## src/rtl/mem_port_arbiter_if.sv

```systemverilog
// Bus bundle between the pipeline stages, the shared memory port arbiter and
// the memory macro.
//   master : pipeline/memory side (drives requests and ram_rdata)
//   slave  : arbiter side (drives completions, stalls and the ram strobes)
// Signals:
//   if_req/if_addr -> fetch request        if_rdata/if_valid/if_stall <- fetch result
//   mem_req/mem_we/mem_addr/mem_wdata      mem_rdata/mem_valid/mem_stall
//   ram_en/ram_we/ram_addr/ram_wdata       ram_rdata (memory read data)
interface mem_port_arbiter_if #(
    parameter int ADDR_W = 32,
    parameter int DATA_W = 32
);
    logic              if_req;
    logic [ADDR_W-1:0] if_addr;
    logic [DATA_W-1:0] if_rdata;
    logic              if_valid;
    logic              if_stall;

    logic              mem_req;
    logic              mem_we;
    logic [ADDR_W-1:0] mem_addr;
    logic [DATA_W-1:0] mem_wdata;
    logic [DATA_W-1:0] mem_rdata;
    logic              mem_valid;
    logic              mem_stall;

    logic              ram_en;
    logic              ram_we;
    logic [ADDR_W-1:0] ram_addr;
    logic [DATA_W-1:0] ram_wdata;
    logic [DATA_W-1:0] ram_rdata;

    modport master (
        output if_req, if_addr, mem_req, mem_we, mem_addr, mem_wdata, ram_rdata,
        input  if_rdata, if_valid, if_stall, mem_rdata, mem_valid, mem_stall,
        input  ram_en, ram_we, ram_addr, ram_wdata
    );

    modport slave (
        input  if_req, if_addr, mem_req, mem_we, mem_addr, mem_wdata, ram_rdata,
        output if_rdata, if_valid, if_stall, mem_rdata, mem_valid, mem_stall,
        output ram_en, ram_we, ram_addr, ram_wdata
    );
endinterface

```

## src/rtl/mem_port_arbiter.sv

```systemverilog
// Shared instruction/data memory port arbiter.
// Serialises IF fetches and MEM loads/stores onto one memory port with a fixed
// read latency LAT (cycles from the ram_en cycle to valid ram_rdata).
// Ports:
//   clk  - clock, all state on rising edge
//   rst  - synchronous active-high reset
//   run  - grant enable; low blocks new grants, in-flight access completes
//   bus  - slave view of mem_port_arbiter_if (requests, completions, stalls,
//          registered ram strobes and ram_rdata)
// Each access: grant edge -> ram_en cycle (cnt=0) -> LAT cycles -> valid cycle.
// The valid cycle is also the next IDLE sampling cycle.
module mem_port_arbiter #(
    parameter int ADDR_W = 32,
    parameter int DATA_W = 32,
    parameter int LAT    = 1
) (
    input  logic                clk,
    input  logic                rst,
    input  logic                run,
    mem_port_arbiter_if.slave   bus
);
    localparam int CNT_W = $clog2(LAT + 1);
    localparam logic [CNT_W-1:0] LAT_CNT = CNT_W'(LAT);

    localparam logic [1:0] ST_IDLE     = 2'd0;
    localparam logic [1:0] ST_BUSY_IF  = 2'd1;
    localparam logic [1:0] ST_BUSY_MEM = 2'd2;

    logic [1:0]        state_reg;
    logic [CNT_W-1:0]  cnt_reg;
    logic              last_mem_reg;
    logic              we_reg;
    logic [ADDR_W-1:0] addr_reg;
    logic [DATA_W-1:0] wdata_reg;
    logic [DATA_W-1:0] if_rdata_reg;
    logic [DATA_W-1:0] mem_rdata_reg;
    logic              if_valid_reg;
    logic              mem_valid_reg;
    logic              ram_en_reg;
    logic              ram_we_reg;

    logic grant_mem;
    logic grant_if;

    // On contention MEM wins unless it also won last time, so the two
    // requesters alternate and neither starves.
    always_comb begin
        grant_mem = 1'b0;
        grant_if  = 1'b0;
        if (state_reg == ST_IDLE && run) begin
            if (bus.mem_req && !(bus.if_req && last_mem_reg)) begin
                grant_mem = 1'b1;
            end else if (bus.if_req) begin
                grant_if = 1'b1;
            end
        end
    end

    always_ff @(posedge clk) begin
        if (rst) begin
            state_reg     <= ST_IDLE;
            cnt_reg       <= '0;
            last_mem_reg  <= 1'b0;
            we_reg        <= 1'b0;
            addr_reg      <= '0;
            wdata_reg     <= '0;
            if_rdata_reg  <= '0;
            mem_rdata_reg <= '0;
            if_valid_reg  <= 1'b0;
            mem_valid_reg <= 1'b0;
            ram_en_reg    <= 1'b0;
            ram_we_reg    <= 1'b0;
        end else begin
            // Pulses and strobes last exactly one cycle.
            if_valid_reg  <= 1'b0;
            mem_valid_reg <= 1'b0;
            ram_en_reg    <= 1'b0;
            ram_we_reg    <= 1'b0;
            case (state_reg)
                ST_IDLE: begin
                    if (grant_mem) begin
                        state_reg    <= ST_BUSY_MEM;
                        addr_reg     <= bus.mem_addr;
                        we_reg       <= bus.mem_we;
                        wdata_reg    <= bus.mem_wdata;
                        cnt_reg      <= '0;
                        last_mem_reg <= 1'b1;
                        ram_en_reg   <= 1'b1;
                        ram_we_reg   <= bus.mem_we;
                    end else if (grant_if) begin
                        state_reg    <= ST_BUSY_IF;
                        addr_reg     <= bus.if_addr;
                        we_reg       <= 1'b0;
                        cnt_reg      <= '0;
                        last_mem_reg <= 1'b0;
                        ram_en_reg   <= 1'b1;
                    end
                end
                ST_BUSY_IF, ST_BUSY_MEM: begin
                    if (cnt_reg == LAT_CNT) begin
                        state_reg <= ST_IDLE;
                        if (state_reg == ST_BUSY_IF) begin
                            if_rdata_reg <= bus.ram_rdata;
                            if_valid_reg <= 1'b1;
                        end else begin
                            // Stores complete without touching the load data.
                            mem_valid_reg <= 1'b1;
                            if (!we_reg) begin
                                mem_rdata_reg <= bus.ram_rdata;
                            end
                        end
                    end else begin
                        cnt_reg <= cnt_reg + 1'b1;
                    end
                end
                default: begin
                    state_reg <= ST_IDLE;
                end
            endcase
        end
    end

    assign bus.ram_en    = ram_en_reg;
    assign bus.ram_we    = ram_we_reg;
    assign bus.ram_addr  = addr_reg;
    assign bus.ram_wdata = wdata_reg;
    assign bus.if_rdata  = if_rdata_reg;
    assign bus.if_valid  = if_valid_reg;
    assign bus.mem_rdata = mem_rdata_reg;
    assign bus.mem_valid = mem_valid_reg;
    assign bus.if_stall  = bus.if_req & ~if_valid_reg;
    assign bus.mem_stall = bus.mem_req & ~mem_valid_reg;
endmodule

```

## src/flat_wrapper.sv

```systemverilog
// flat-port wrapper written by rule: the top's interface ports become plain ports
module mem_port_arbiter_flat 
#(
    parameter int ADDR_W = 32,
    parameter int DATA_W = 32,
    parameter int LAT    = 1
)
  (clk, rst, run, bus_if_req, bus_if_addr, bus_mem_req, bus_mem_we, bus_mem_addr, bus_mem_wdata, bus_ram_rdata, bus_if_rdata, bus_if_valid, bus_if_stall, bus_mem_rdata, bus_mem_valid, bus_mem_stall, bus_ram_en, bus_ram_we, bus_ram_addr, bus_ram_wdata);
  mem_port_arbiter_if #(.ADDR_W(ADDR_W), .DATA_W(DATA_W)) bus_i ();
  input  logic clk;
  input  logic rst;
  input  logic run;
  input wire logic [$bits(bus_i.if_req)-1:0] bus_if_req;
  input wire logic [$bits(bus_i.if_addr)-1:0] bus_if_addr;
  input wire logic [$bits(bus_i.mem_req)-1:0] bus_mem_req;
  input wire logic [$bits(bus_i.mem_we)-1:0] bus_mem_we;
  input wire logic [$bits(bus_i.mem_addr)-1:0] bus_mem_addr;
  input wire logic [$bits(bus_i.mem_wdata)-1:0] bus_mem_wdata;
  input wire logic [$bits(bus_i.ram_rdata)-1:0] bus_ram_rdata;
  output wire logic [$bits(bus_i.if_rdata)-1:0] bus_if_rdata;
  output wire logic [$bits(bus_i.if_valid)-1:0] bus_if_valid;
  output wire logic [$bits(bus_i.if_stall)-1:0] bus_if_stall;
  output wire logic [$bits(bus_i.mem_rdata)-1:0] bus_mem_rdata;
  output wire logic [$bits(bus_i.mem_valid)-1:0] bus_mem_valid;
  output wire logic [$bits(bus_i.mem_stall)-1:0] bus_mem_stall;
  output wire logic [$bits(bus_i.ram_en)-1:0] bus_ram_en;
  output wire logic [$bits(bus_i.ram_we)-1:0] bus_ram_we;
  output wire logic [$bits(bus_i.ram_addr)-1:0] bus_ram_addr;
  output wire logic [$bits(bus_i.ram_wdata)-1:0] bus_ram_wdata;
  assign bus_i.if_req = bus_if_req;
  assign bus_i.if_addr = bus_if_addr;
  assign bus_i.mem_req = bus_mem_req;
  assign bus_i.mem_we = bus_mem_we;
  assign bus_i.mem_addr = bus_mem_addr;
  assign bus_i.mem_wdata = bus_mem_wdata;
  assign bus_i.ram_rdata = bus_ram_rdata;
  assign bus_if_rdata = bus_i.if_rdata;
  assign bus_if_valid = bus_i.if_valid;
  assign bus_if_stall = bus_i.if_stall;
  assign bus_mem_rdata = bus_i.mem_rdata;
  assign bus_mem_valid = bus_i.mem_valid;
  assign bus_mem_stall = bus_i.mem_stall;
  assign bus_ram_en = bus_i.ram_en;
  assign bus_ram_we = bus_i.ram_we;
  assign bus_ram_addr = bus_i.ram_addr;
  assign bus_ram_wdata = bus_i.ram_wdata;
  mem_port_arbiter #(.ADDR_W(ADDR_W), .DATA_W(DATA_W), .LAT(LAT)) u_core (.clk(clk), .rst(rst), .run(run), .bus(bus_i));
endmodule
```

## config.mk

```make
export PLATFORM = sky130hd
export DESIGN_NAME = mem_port_arbiter_flat
export DESIGN_NICKNAME = d
export VERILOG_FILES = /design/src/rtl/mem_port_arbiter_if.sv /design/src/rtl/mem_port_arbiter.sv /design/src/flat_wrapper.sv
export SDC_FILE = /design/constraint.sdc
export NUM_CORES = 1
export LEC_CHECK = 0
export CAP_MARGIN = 15
export CELL_PAD_IN_SITES_DETAIL_PLACEMENT = 0
export CELL_PAD_IN_SITES_GLOBAL_PLACEMENT = 1
export CORE_AREA = 2 2 177 109
export CTS_CLUSTER_DIAMETER = 100
export DETAILED_ROUTE_END_ITERATION = 12
export DIE_AREA = 0 0 179 111
export PLACE_DENSITY = 0.94
export SLEW_MARGIN = 20
export SYNTH_ARGS = -nofsm -noshare
export SYNTH_HDL_FRONTEND = slang
export SYNTH_SLANG_ARGS = --single-unit
```

## constraint.sdc

```tcl
create_clock -name clk -period 2.5 [get_ports clk]
set_clock_uncertainty 0.15 [all_clocks]
set_input_delay 0.75 -clock clk [delete_from_list [all_inputs] [get_ports clk]]
set_output_delay 0.75 -clock clk [all_outputs]
set_load 0.01 [all_outputs]
```

# Yosys cells after proc, flatten, opt, wreduce, memory -nomap -nowiden
# Index checks and enable logic that the tools add are counted.
[op_classes] add_sub_neg=1 muxes=21 n_eq_ne=4 bitwise=10 reduce_logical=17
[op_table] operator="2-to-1 mux 32 bit" n=2
[op_table] operator="2-to-1 mux 1 bit" n=14
[op_table] operator="inverter 1 bit" n=8
[op_table] operator="AND reduction 2 bit" n=4
[op_table] operator="2-to-1 mux 2 bit" n=3
[op_table] operator="OR reduction 3 bit" n=2
[op_table] operator="one-hot mux 2 bit (2 select lines)" n=1
[op_table] operator="AND reduction 4 bit" n=1
[op_table] operator="nonzero test 2 bit" n=2
[op_table] operator="OR reduction 2 bit" n=2
[op_table] operator="logical AND 1 bit" n=3
[op_table] operator="!= test 3 x 1 -> 1 bit, second input constant" n=1
[op_table] operator="AND reduction 3 bit" n=1
[op_table] operator="bitwise AND 1 bit" n=2
[op_table] operator="equality test 2 x 1 -> 1 bit, second input constant" n=1
[op_table] operator="equality test 2 bit, second input constant" n=1
[op_table] operator="logical NOT 2 bit" n=1
[op_table] operator="!= test 2 x 1 -> 1 bit, second input constant" n=1
[op_table] operator="one-hot mux 1 bit (2 select lines)" n=1
[op_table] operator="adder 1 bit, second input constant" n=1
[op_table] operator="logical NOT 1 bit" n=1
[word_totals] out_inout_bits=134 reg_bits=137

# Depth between registers and ports, before layout
# Gate-level depths: netlist (run 1).
[logic_depth] depth_word=8 ltp_mapped=7 ltp_nobuf=5

# Worst setup path before layout (run 1)
# Ideal clock, no wire load.
[synth_timing] kind="input to output" startpoint="input port bus_if_req" endpoint="output port bus_if_stall" path_buffers=0 path_stages=1 required_time_ps=1600 t_arrival_ps=947 slack_ps=653 path_cell_list="nor2b_1"
[synth_via] elab_chain_cells=1
[synth_rtl] element="start: declaration" line_no="flat_wrapper.sv:13" text="input wire logic [$bits(bus_i.if_req)-1:0] bus_if_req;"
[synth_rtl] element="bitwise AND 1 bit" line_no="mem_port_arbiter.sv:131" text="assign bus.if_stall = bus.if_req & ~if_valid_reg;"
[synth_rtl] element="end: declaration" line_no="flat_wrapper.sv:22" text="output wire logic [$bits(bus_i.if_stall)-1:0] bus_if_stall;"
# Every way passes these cells.

# Final worst setup path (run 1)
# Same ends and word-level chain as after synthesis.

==> results of run 1 <==
## cell families (layout without fill, tap and decap cells)
kind of cell,after synthesis,count (layout)
and+or+nand+nor,249,249
AOI/OAI and AO/OA,199,199
DFF,137,137
buffers and inverters,64,330
adders and majority gates,4,4
muxes,3,3
## final cells by class
type	instances	area, µm²
Multi-Input combinational cell	455	2470
Inverter	4	15.0
Clock inverter	15	168
Sequential cell	137	2740
Timing Repair Buffer	294	2980
Clock buffer	17	425
Fill cell	1779	9380
Tap cell	246	308
## critical path, cell delays in order
cell           delay [ns]
dlygate4sd2_1        0.28
nor2b_1              0.15
dlygate4sd2_1        0.32
## worst max-delay path by stage
stage / cells after the start / to / start / slack [ns]
2_1_floorplan: 1 / bus_if_stall / bus_if_req / 0.65
3_3_place_gp: 3 / bus_if_stall / bus_if_req / -0.48
3_5_place_dp: 3 / bus_if_stall / bus_if_req / -0.47
4_1_cts: 3 / bus_mem_stall / bus_mem_req / 0.006
5_1_grt: 3 / bus_if_stall / bus_if_req / 0.02
6_report: 3 / bus_if_stall / bus_if_req / 0.1
## cell usage in the layout, fill, tap and decap left out, drive strengths merged
cell and instances:
and2 2, ha 4, a21bo 1, o21ai 33, nor4bb 1, nand2b 1, nor3b 1, nand4bb 1
clkbuf 17, o211ai 2, clkinv 5, mux2 1, dlygate4sd2 2, bufinv 2, dfxtp 137, nor2b 5
clkdlybuf4s50 263, a2111oi 2, a21oi 130, buf 29, inv 9, mux2i 2, o31ai 30, clkinvlp 3
nor3 4, nand3 63, a21boi 1, nor2 34, nand2 137
## per-stage QoR
step	setup slack (ns)	cell area (µm²)	setup TNS (ns)	cells
2_1_floorplan	0.653	5580	0	656
3_3_place_gp	-0.475	8530	-0.842	1136
3_5_place_dp	-0.475	8530	-1.54	1136
4_1_cts	0.00640	9120	0	1168
5_1_grt	0.0215	9110	0	1168
6_report	0.0960	9110	0	1168
## cells in the mapped netlist (2+ instances only)
cell type	number	area, µm²
buf_2	16	80.1
dfxtp_1	137	2740
o31ai_2	29	363
nor2_1	34	128
a21oi_1	120	601
o21ai_0	33	165
buf_6	13	146
buf_1	4	15.0
a21oi_2	10	87.6
nor2b_1	5	31.3
a2111oi_2	2	30.0
nand3_1	63	315
inv_1	3	11.3
nand2_1	136	510
and2_1	2	12.5
nor3_1	4	20.0
buf_4	4	30.0
clkbuf_1	22	82.6
mux2i_1	2	20.0
ha_1	4	50.1
## layer usage
metal / GRT usage / share of wire / vias up
met5: 0 / 0 / -
met1: 0.242 / 0.46 / 2607
li1: - / - / 2753
met3: 0.0682 / 0.088 / 16
met4: 0.0477 / 0.0087 / 0
met2: 0.285 / 0.44 / 187
## timing repair
action                     CTS  global route
gates cloned                 0             0
setup endpoints to repair    2             1
buffers inserted             0             0
resized for setup            5             1
## where the power goes
| group | switching, mW | internal (mW) |
|---|---|---|
| logic | 0.814 | 0.849 |
| clock network | 1.04 | 1.49 |
| registers | 0.112 | 2.38 |
| total | 1.97 | 4.73 |
==> impl_summary.md, run 1 <==
Floorplanning
The die is 179 µm wide. The area of the core is 18500 µm². The initial utilization of the core area, before any placement, comes to 0.302. The row count is 39. The y dimension of the die is 111 µm. The count of boundary I/O pins is 268. The overall die area is 19900 µm².

Timing
The final-report hold violation count is 0. Dividing the final minimum period by the clock period gives 0.962. The relative slew slack is 0.731. The final setup violation count is 0. The highest attainable clock frequency is 416 MHz. For the pin with the worst max-slew slack, the measured transition is 0.403 ns. The final number of max-transition violations is 0. Setup repair after global routing left no endpoint under its margin.

The clock period minus final worst setup slack is 2.40 ns. Hold timing on the final database bottoms out at a slack of 0.302 ns.

Clocking
The total CTS buffers is 17. TritonCTS built the clock tree. The master cell of the clock root buffer is clkbuf_16. The clock-pin slew reported for the worst setup and hold paths after clock tree synthesis is 0.06 ns.

The number of hold buffers added after CTS was 0. The maximum count of clock buffers along a single path is 2. At the later pin of the worst-skew pair, clock insertion delay measures 0.41 ns. The deepest level of the CTS H-tree is 4. Counting every sink on the clock net gives 137.

Status
The run finished with clean final reports.

Layout
For this run, the share of the core covered by cells in the final layout is 0.493. The number of nets in the layout is 1047. The antenna cell count is 0. Relative to the synthesized area, the layout overhead comes to 63.3%.

In the final layout, the share of cells above drive strength 1 is 0.119.

Critical path
The element type at the critical path start is a primary input. The startpoint-to-endpoint class of the critical path is in -> out. The number of cell instances on the worst register-to-register path is 6. The arrival time reported for the critical path endpoint is 1.50 ns. The reg-to-reg critical path endpoint is u_core.bus.mem_rdata[26]. The required arrival time at the worst endpoint is 1.60 ns.

The worst setup path is captured at an output pin. In this run the critical register-to-register path is launched from u_core.state_reg[0]. The setup check on the worst reg-to-reg path leaves a slack of 0.46 ns. The highest net fanout along the worst path is 2.

Global route
The number of global-route vias before repair is 5507. The initial antenna violation count is 0. Entering global routing, the biggest net connects 63 pins. The overall global routing resource usage is 0.185. The first-pass GRT wire length is 28900 µm. Summed over all layers, the global routing overflow is 0.

Synthesis
Of the total synthesized cell area, the portion taken by full adders, half adders and majority gates is 0.00897. The total of flip-flops plus latches after synthesis is 137. After synthesis, the largest family of logic cells by area is compound AO/OA/AOI/OAI gates.

A synthesized cell averages 8.50 µm². For this run, the number of Yosys warnings is 0. Of the total synthesized cell area, the portion taken by AND, OR, NAND and NOR gates is 0.191.

The number of unique standard cell types used by synthesis is 33. After synthesis, the share of cell area in mux cells is 0.00561. The area of the mapped netlist is 5580 µm². The synthesized-area fraction occupied by ao, oa, aoi and oai cells is 0.234. Of the synthesized area, sequential elements account for 0.492.

The total nets after synthesis is 794. In this run, synthesis inferred 0 flip-flops with an integrated enable. For this run, the leading register cell type out of synthesis is dfxtp_1.

The XOR/XNOR share of the synthesized area is 0. Counting every instance in the synthesized netlist gives 656. The fraction of registers with async set/reset is 0.

Power
The areal power density over the cells is 735 nW/µm². Summing internal, switching and leakage power gives 6.70 mW. Summed over all cells, the static leakage comes to 3.17 nW. IR analysis of the VDD net gives a maximum drop of 0.342 mV.

Route
Dividing the detail-routed via count by the number of cells gives 4.76. The total wire length after detailed routing is 18400 µm. The count of routing violations after the opening detailed-route iteration is 362.

The number of nets with antenna violations after detailed routing is 0. In the routed design, unresolved DRC markers number 0. The via count is 5563.

The final routed wire length divided by cell count is 15.8 µm. The length of the first detailed-routing pass in iterations is 4.

Worst hold path
For hold timing, the worst endpoint is u_core.bus.if_rdata[3]. The number of cells on the worst hold path is 2. The path class of the tightest hold or removal check is reg -> reg.

In this run the most critical hold path is launched from u_core.bus.if_rdata[3].

Job
The number of violations of the max-capacitance limit is 0.

Placement
The count of input and output buffers is 267. The congestion estimate from routability-driven global placement came to 0.773. The post-DP HPWL is 13000 µm.
Note: power is estimated with default switching activity, not from simulation.
==> inputs of run 2 (changes only) <==
--- a/config.mk
+++ b/config.mk
@@ -13,6 +13,8 @@
 export DETAILED_ROUTE_END_ITERATION = 12
 export DIE_AREA = 0 0 179 111
 export PLACE_DENSITY = 0.94
+export SKIP_CTS_REPAIR_TIMING = 1
+export SKIP_LAST_GASP = 1
 export SLEW_MARGIN = 20
 export SYNTH_ARGS = -nofsm -noshare
 export SYNTH_HDL_FRONTEND = slang
==> run 2 against run 1 <==
  * The run now ends with setup timing left
  * Sequential power about the same
  * Global-route usage about the same
  * Die area unchanged
  * Critical endpoint unchanged
  * Worst setup slack got worse by 0.15 ns
  * Maximum frequency decreased by 6.0%
  * Via count about the same
  * Register-to-register slack about the same
  * Count of clock-buffer cells in the layout unchanged
  * Largest power group unchanged
  * Final area increased by 0.14%
==> impl_summary.md, run 2 (synthesized netlist as in run 1, its figures left out) <==
Status
The run finished, with violations left. The final reports fail on setup timing.

Critical path
The signal on the critical path passes through clkdlybuf4s50_1 > nor2b_1 > dlymetal6s2s_1. The required arrival time at the worst endpoint is 1.60 ns (about the same). The reg-to-reg critical path endpoint is u_core.bus.mem_rdata[26].

The slack of the worst reg-to-reg path is 0.45 ns (about the same). The highest net fanout along the worst path is 2 (unchanged). The startpoint-to-endpoint class of the critical path is in -> out.

The number of logic stages on the critical path including buffering is 3 (unchanged). The arrival time reported for the critical path endpoint is 1.66 ns (+0.16 ns). The worst setup path is launched from a primary input. The launching point of the worst reg2reg path is u_core.state_reg[0].

On the critical path the largest part of the delay comes from buffers and inverters. The total buffers and inverters traversed by the critical path is 2 (unchanged). STA classifies the critical path endpoint as an output pin. The delay of the slowest cell on the worst path is 0.55 ns (+0.23 ns). The number of cell instances on the worst register-to-register path was 6 (unchanged).

The worst-path cell with the longest stage delay is clkdlybuf4s50_1.

Clocking
The maximum count of clock buffers along a single path came to 2 (unchanged). The number of clock sinks seen by CTS is 137 (unchanged). The worst-skew pair later-pin latency is 0.41 ns (about the same). The CTS tree is done.

The deepest level of the CTS H-tree came to 4 (unchanged). The master cell of the clock root buffer is clkbuf_16. The total CTS buffers was 17 (unchanged). The clock-pin slew reported for the worst setup and hold paths after clock tree synthesis is 0.06 ns (about the same).

Placement
The routability-driven placement congestion ratio is 0.773 (unchanged). The number of cells after detailed placement came to 1136 (unchanged). The count of input and output buffers is 267 (unchanged). The post-DP HPWL was 13000 µm (unchanged).

Worst hold path
In this run the worst hold path is classified as reg -> reg. The worst hold path begins at u_core.bus.if_rdata[3]. The hold path endpoint is u_core.bus.if_rdata[3]. The number of cells on the worst hold path is 2 (unchanged).

Timing
The final number of max-transition violations is 0 (unchanged). The period utilization is 1.02 (+0.0618). The relative slew slack is 0.732 (+0.000771). The post-route worst hold slack is 0.302 ns (-0.0000370 ns). Setup repair after global routing could not meet its margin everywhere. The final-report hold violation count is 0 (unchanged). The highest attainable clock frequency is 391 MHz (-6.0%). The final setup violation count came to 1 (+1). The accumulated negative setup slack came to -0.0584 ns (-0.0584 ns).

The worst setup margin is -0.0584 ns (-0.154 ns). The clock period minus final worst setup slack is 2.56 ns (+0.154 ns). The transition time of the tightest slew-check pin is 0.402 ns (-0.00116 ns).

Route
The detailed-route DRC error count is 0 (unchanged). The number of vias per cell came to 4.76 (about the same). The routed length on met2 is 8110 µm (+0.15%). The routed length on met3 was 1660 µm (+1.7%). The final routed wire length divided by cell count was 15.8 µm (+0.14%). The highest metal layer with signal wires is met4.

The wire length the detailed router placed on met1 was 8550 µm (-0.15%). The count of routing violations after the opening detailed-route iteration is 366 (+1.1%). The total wire length after detailed routing is 18500 µm (+0.14%).

The via count is 5564 (+0.018%). The number of nets with antenna violations after detailed routing came to 0 (unchanged). The length of the first detailed-routing pass in iterations is 6 (+2).

Global route
The pin count of the biggest net entering global routing is 63 (unchanged). The first-pass GRT wire length is 29000 µm (about the same). The overall global routing resource usage was 0.185 (+0.000291). The global route total overflow came to 0 (unchanged). The number of global-route vias before repair is 5510 (+0.054%). The initial antenna violation count is 0 (unchanged).

Power
The areal power density over the cells is 734 nW/µm² (-0.10%). The maximum ir drop on the vdd rail is 0.342 mV (about the same). The leakage power is 3.18 nW (+0.49%). The power after layout is 6.70 mW (about the same).

Floorplanning
The area of the core came to 18500 µm² (unchanged). The die width is 179 µm (unchanged). The initial core utilization came to 0.302 (unchanged). The count of boundary I/O pins is 268 (unchanged). The overall die area is 19900 µm² (unchanged).

The row count is 39 (unchanged). The y dimension of the die is 111 µm (unchanged).

Layout
The number of nets in the layout is 1047 (unchanged). The antenna cell count is 0 (unchanged). The core utilization of the finished layout is 0.493 (+0.000677). The library cell used most frequently in the layout, excluding fill and tap cells, is clkdlybuf4s50_1.

Compared with the post-synthesis result, the final layout area differs by 63.6%. The filler-free cell count of the finished design is 1168 (unchanged). The share of final-layout standard cells stronger than drive strength 1 was 0.118 (-0.00108).

The library cells used most frequently in the layout, excluding fill and tap cells, are clkdlybuf4s50_1 (264), dfxtp_1 (137), nand2_1 (136), a21oi_1 (120), nand3_1 (63).

Job
The number of violations of the max-capacitance limit is 0 (unchanged).
## run 2: where the power goes
group / leakage (nW) / internal, mW / total (mW) / switching [mW]
clock network: 0.284 / 1.49 / 2.54 / 1.04
logic: 1.79 / 0.851 / 1.67 / 0.815
registers: 1.11 / 2.38 / 2.50 / 0.112
total: 3.18 / 4.73 / 6.70 / 1.97
## run 2: cell type report
cell class | instances | area (µm²)
well taps | 246 | 308
fillers | 1778 | 9370
clock inverters | 15 | 168
inverters | 4 | 15.0
multi-input cells | 455 | 2470
flip-flops and latches | 137 | 2740
repair buffers | 294 | 2990
clock buffers | 17 | 425
## run 2: tightest hold or removal path: stages, from the launching register on
cell and delay (ns):
dfxtp_1 0.30, nand2_1 0.05, a21oi_1 0.05
## run 2: how the worst max path moves through the flow
stage,to,start
6_report,bus_if_stall,bus_if_req
5_1_grt,bus_if_stall,bus_if_req
4_1_cts,bus_if_stall,bus_if_req
3_5_place_dp,bus_if_stall,bus_if_req
3_3_place_gp,bus_if_stall,bus_if_req
2_1_floorplan,bus_if_stall,bus_if_req
## run 2: stage by stage
step                setup WS (ns)  instance area (µm²)
global placement           -0.475                 8530
finish                    -0.0584                 9120
floorplan                   0.653                 5580
CTS                        -0.490                 9120
detailed placement         -0.475                 8530
global route               -0.141                 9120
## run 2: metal layers
metal / vias up / track usage
met5: - / 0
met2: 195 / 0.286
met3: 16 / 0.0682
li1: 2753 / -
met1: 2600 / 0.242
met4: 0 / 0.0477
==> inputs of run 3 (changes only) <==
--- a/config.mk
+++ b/config.mk
@@ -8,11 +8,11 @@
 export CAP_MARGIN = 15
 export CELL_PAD_IN_SITES_DETAIL_PLACEMENT = 0
 export CELL_PAD_IN_SITES_GLOBAL_PLACEMENT = 1
-export CORE_AREA = 2 2 177 109
+export CORE_AREA = 5 5 186 116
 export CTS_CLUSTER_DIAMETER = 100
 export DETAILED_ROUTE_END_ITERATION = 12
-export DIE_AREA = 0 0 179 111
-export PLACE_DENSITY = 0.94
+export DIE_AREA = 0 0 191 121
+export PLACE_DENSITY = 0.89
 export SKIP_CTS_REPAIR_TIMING = 1
 export SKIP_LAST_GASP = 1
 export SLEW_MARGIN = 20
==> constraint.sdc (replaced) <==
create_clock -name clk -period 2.7 [get_ports clk]
set_clock_uncertainty 0.15 [all_clocks]
set_input_delay 0.81 -clock clk [delete_from_list [all_inputs] [get_ports clk]]
set_output_delay 0.81 -clock clk [all_outputs]
set_load 0.01 [all_outputs]
==> run 3 against run 2 <==
  * The run now ends clean
  * Worst setup slack gained 0.072 ns
  * Utilization fell by 3.2 points
  * Count of clock-buffer cells in the layout rose by 7
  * Wire length grew 4.3%
  * Sequential share of layout area up 0.14 points
  * Global-route usage decreased by 2.3 points
  * Cell count up 1.6%
  * Non-clock buffer count fell by 7
  * Hold slack barely moved
  * Critical path type unchanged
  * Largest cell class unchanged
  * Highest routed layer is now met5
==> impl_summary.md, run 3 (synthesized netlist as in run 1, its figures left out) <==
Timing
The final-report hold violation count is 0 (unchanged). The relative slew slack is 0.735 (+0.00327). The accumulated negative setup slack came to 0 ns (+0.0584 ns). The final setup violation count was 0 (-1). The transition time of the tightest slew-check pin is 0.397 ns (-0.00490 ns). The routed design could run at a clock period as short as 2.69 ns. Dividing the final minimum period by the clock period gives 0.995. The post-route worst hold slack came to 0.302 ns (-0.000463 ns). The worst setup margin is 0.0135 ns (+0.0719 ns). The highest attainable clock frequency is 372 MHz. The final number of max-transition violations came to 0 (unchanged). Setup repair after global routing could not meet its margin everywhere.

Layout
The area growth from synthesis to layout is 62.8%. The library cell used most frequently in the layout, excluding fill and tap cells, is clkdlybuf4s50_1. The top cell types in the final layout, fill and taps aside, are clkdlybuf4s50_1 (264), dfxtp_1 (137), nand2_1 (136), a21oi_1 (120), nand3_1 (63).

The share of final-layout standard cells stronger than drive strength 1 is 0.107 (-0.0110). The antenna cell count was 0 (unchanged). The core utilization of the finished layout was 0.462 (-0.0316). The post-route cell area is 9080 µm² (-0.47%). The number of nets in the layout was 1040 (-0.67%).

Critical path
The top cell family by delay on the critical path is buffers and inverters. For this design, the slowest cell found on the critical path is clkdlybuf4s50_1. The highest net fanout along the worst path came to 2 (unchanged). The endpoint class of the critical path is an output pin. The critical path is of the in -> out type.

The total buffers and inverters traversed by the critical path was 2 (unchanged). The required arrival time at the worst endpoint came to 1.74 ns (+0.14 ns). Traced cell by cell, the critical path runs through clkdlybuf4s50_1 > nor2b_1 > dlymetal6s2s_1.

STA classifies the critical path startpoint as a primary input. The delay of the slowest cell on the worst path is 0.56 ns (about the same). The arrival time reported for the critical path endpoint is 1.73 ns (+0.07 ns).

Route
The via count is 5559 (-0.090%). The final routed wire length divided by cell count was 16.2 µm (+2.7%). The detailed-route DRC error count is 0 (unchanged). The count of routing violations after the opening detailed-route iteration is 245 (-33%). The number of nets with antenna violations after detailed routing is 0 (unchanged). The length of the first detailed-routing pass in iterations came to 4 (-2). The total wire length after detailed routing is 19300 µm (+4.3%).

The number of vias per cell is 4.68 (-1.7%).

Power
The part of the total power dissipated in sequential elements is 0.372 (about the same). The reported net switching power is 1.72 mW (-13%). The leakage power is 3.14 nW (-1.3%). The areal power density over the cells is 684 nW/µm² (-6.9%). The proportion of power drawn by combinational gates is 0.240 (-0.009). The part of the power in the clock network was 0.388 (+0.009). The internal power component is 4.49 mW (-5.0%). The switching share of power is 0.277 (-0.0176). The maximum ir drop on the vdd rail is 0.417 mV (+22%).

Global route
The overall global routing resource usage is 0.162 (-0.0228). The initial antenna violation count is 1 (+1). The global route total overflow was 0 (unchanged).

The pin count of the biggest net entering global routing is 70 (+11%). The number of global-route vias before repair is 5432 (-1.4%). The first-pass GRT wire length was 29700 µm (+2.4%).

Floorplanning
The row count is 40 (+2.6%). The y dimension of the die was 121 µm (+9.0%). The die width was 191 µm (+6.7%). The initial core utilization came to 0.284 (-0.0180).

The count of boundary I/O pins came to 268 (unchanged). The area of the core is 19700 µm² (+6.4%). The overall die area is 23100 µm² (+16%).

Clocking
The clock-pin slew reported for the worst setup and hold paths after clock tree synthesis is 0.06 ns (about the same). The total CTS buffers is 17 (unchanged). The maximum count of clock buffers along a single path came to 2 (unchanged). The number of clock sinks seen by CTS is 137 (unchanged). The worst-skew pair later-pin latency was 0.41 ns (about the same). The deepest level of the CTS H-tree is 4 (unchanged).

The CTS tree is done. The master cell of the clock root buffer is clkbuf_16.

Placement
The routability-driven placement congestion ratio is 0.781 (+1.0%). The post-DP HPWL is 13500 µm (+3.9%). The pre-CTS worst setup slack is -0.355 ns (+0.120 ns).

The count of input and output buffers is 267 (unchanged). The placed cell area is 8470 µm² (-0.66%).

Job
The number of violations of the max-capacitance limit was 0 (unchanged).

Worst hold path
The worst hold path belongs to the class reg -> reg.

Status
The run finished with clean final reports.
[run 3: power groups by stage]
stage / combinational, mW / clock, mW / sequential, mW
after floorplan: 0.681 / 0 / 2.42
after global placement: 1.49 / 0 / 2.35
after detailed placement: 1.50 / 0 / 2.36
after CTS: 1.51 / 2.48 / 2.31
after global routing: 1.61 / 2.59 / 2.34
final: 1.49 / 2.41 / 2.31
[run 3: layer usage]
| layer | track usage | wire length, µm |
|---|---|---|
| met1 | 0.210 | 8810 |
| met2 | 0.243 | 8320 |
| met3 | 0.0811 | 2010 |
| met4 | 0.0363 | 124 |
| met5 | 0 | 12 |
[run 3: tightest hold or removal path: stages (launching register included)]
cell and delay [ns]:
dfxtp_1 0.31, nand2_1 0.05, a21oi_1 0.05
[run 3: metrics by stage]
stage	power [mW]	instances
after detailed placement	3.86	1156
after floorplan	3.10	656
after global placement	3.84	1156
after CTS	6.30	1187
final	6.21	1187
after global routing	6.53	1187
[run 3: final timing paths]
check,from,to,slack [ns],cells after the start
max,bus_if_req,bus_if_stall,0.01,3
min,u_core.bus.mem_rdata[3],u_core.bus.mem_rdata[3],0.30,2
max reg2reg,u_core.state_reg[0],u_core.bus.mem_rdata[2],0.70,6
min reg2reg,u_core.bus.mem_rdata[3],u_core.bus.mem_rdata[3],0.30,2
[run 3: final cells by class]
| cell class | count | area (µm²) |
|---|---|---|
| multi-input combinational | 455 | 2470 |
| sequential | 137 | 2740 |
| tap | 273 | 342 |
| inverter | 4 | 15.0 |
| clock buffer | 24 | 492 |
| fill | 1921 | 10600 |
| timing repair buffer | 287 | 2900 |
| clock inverter | 7 | 115 |
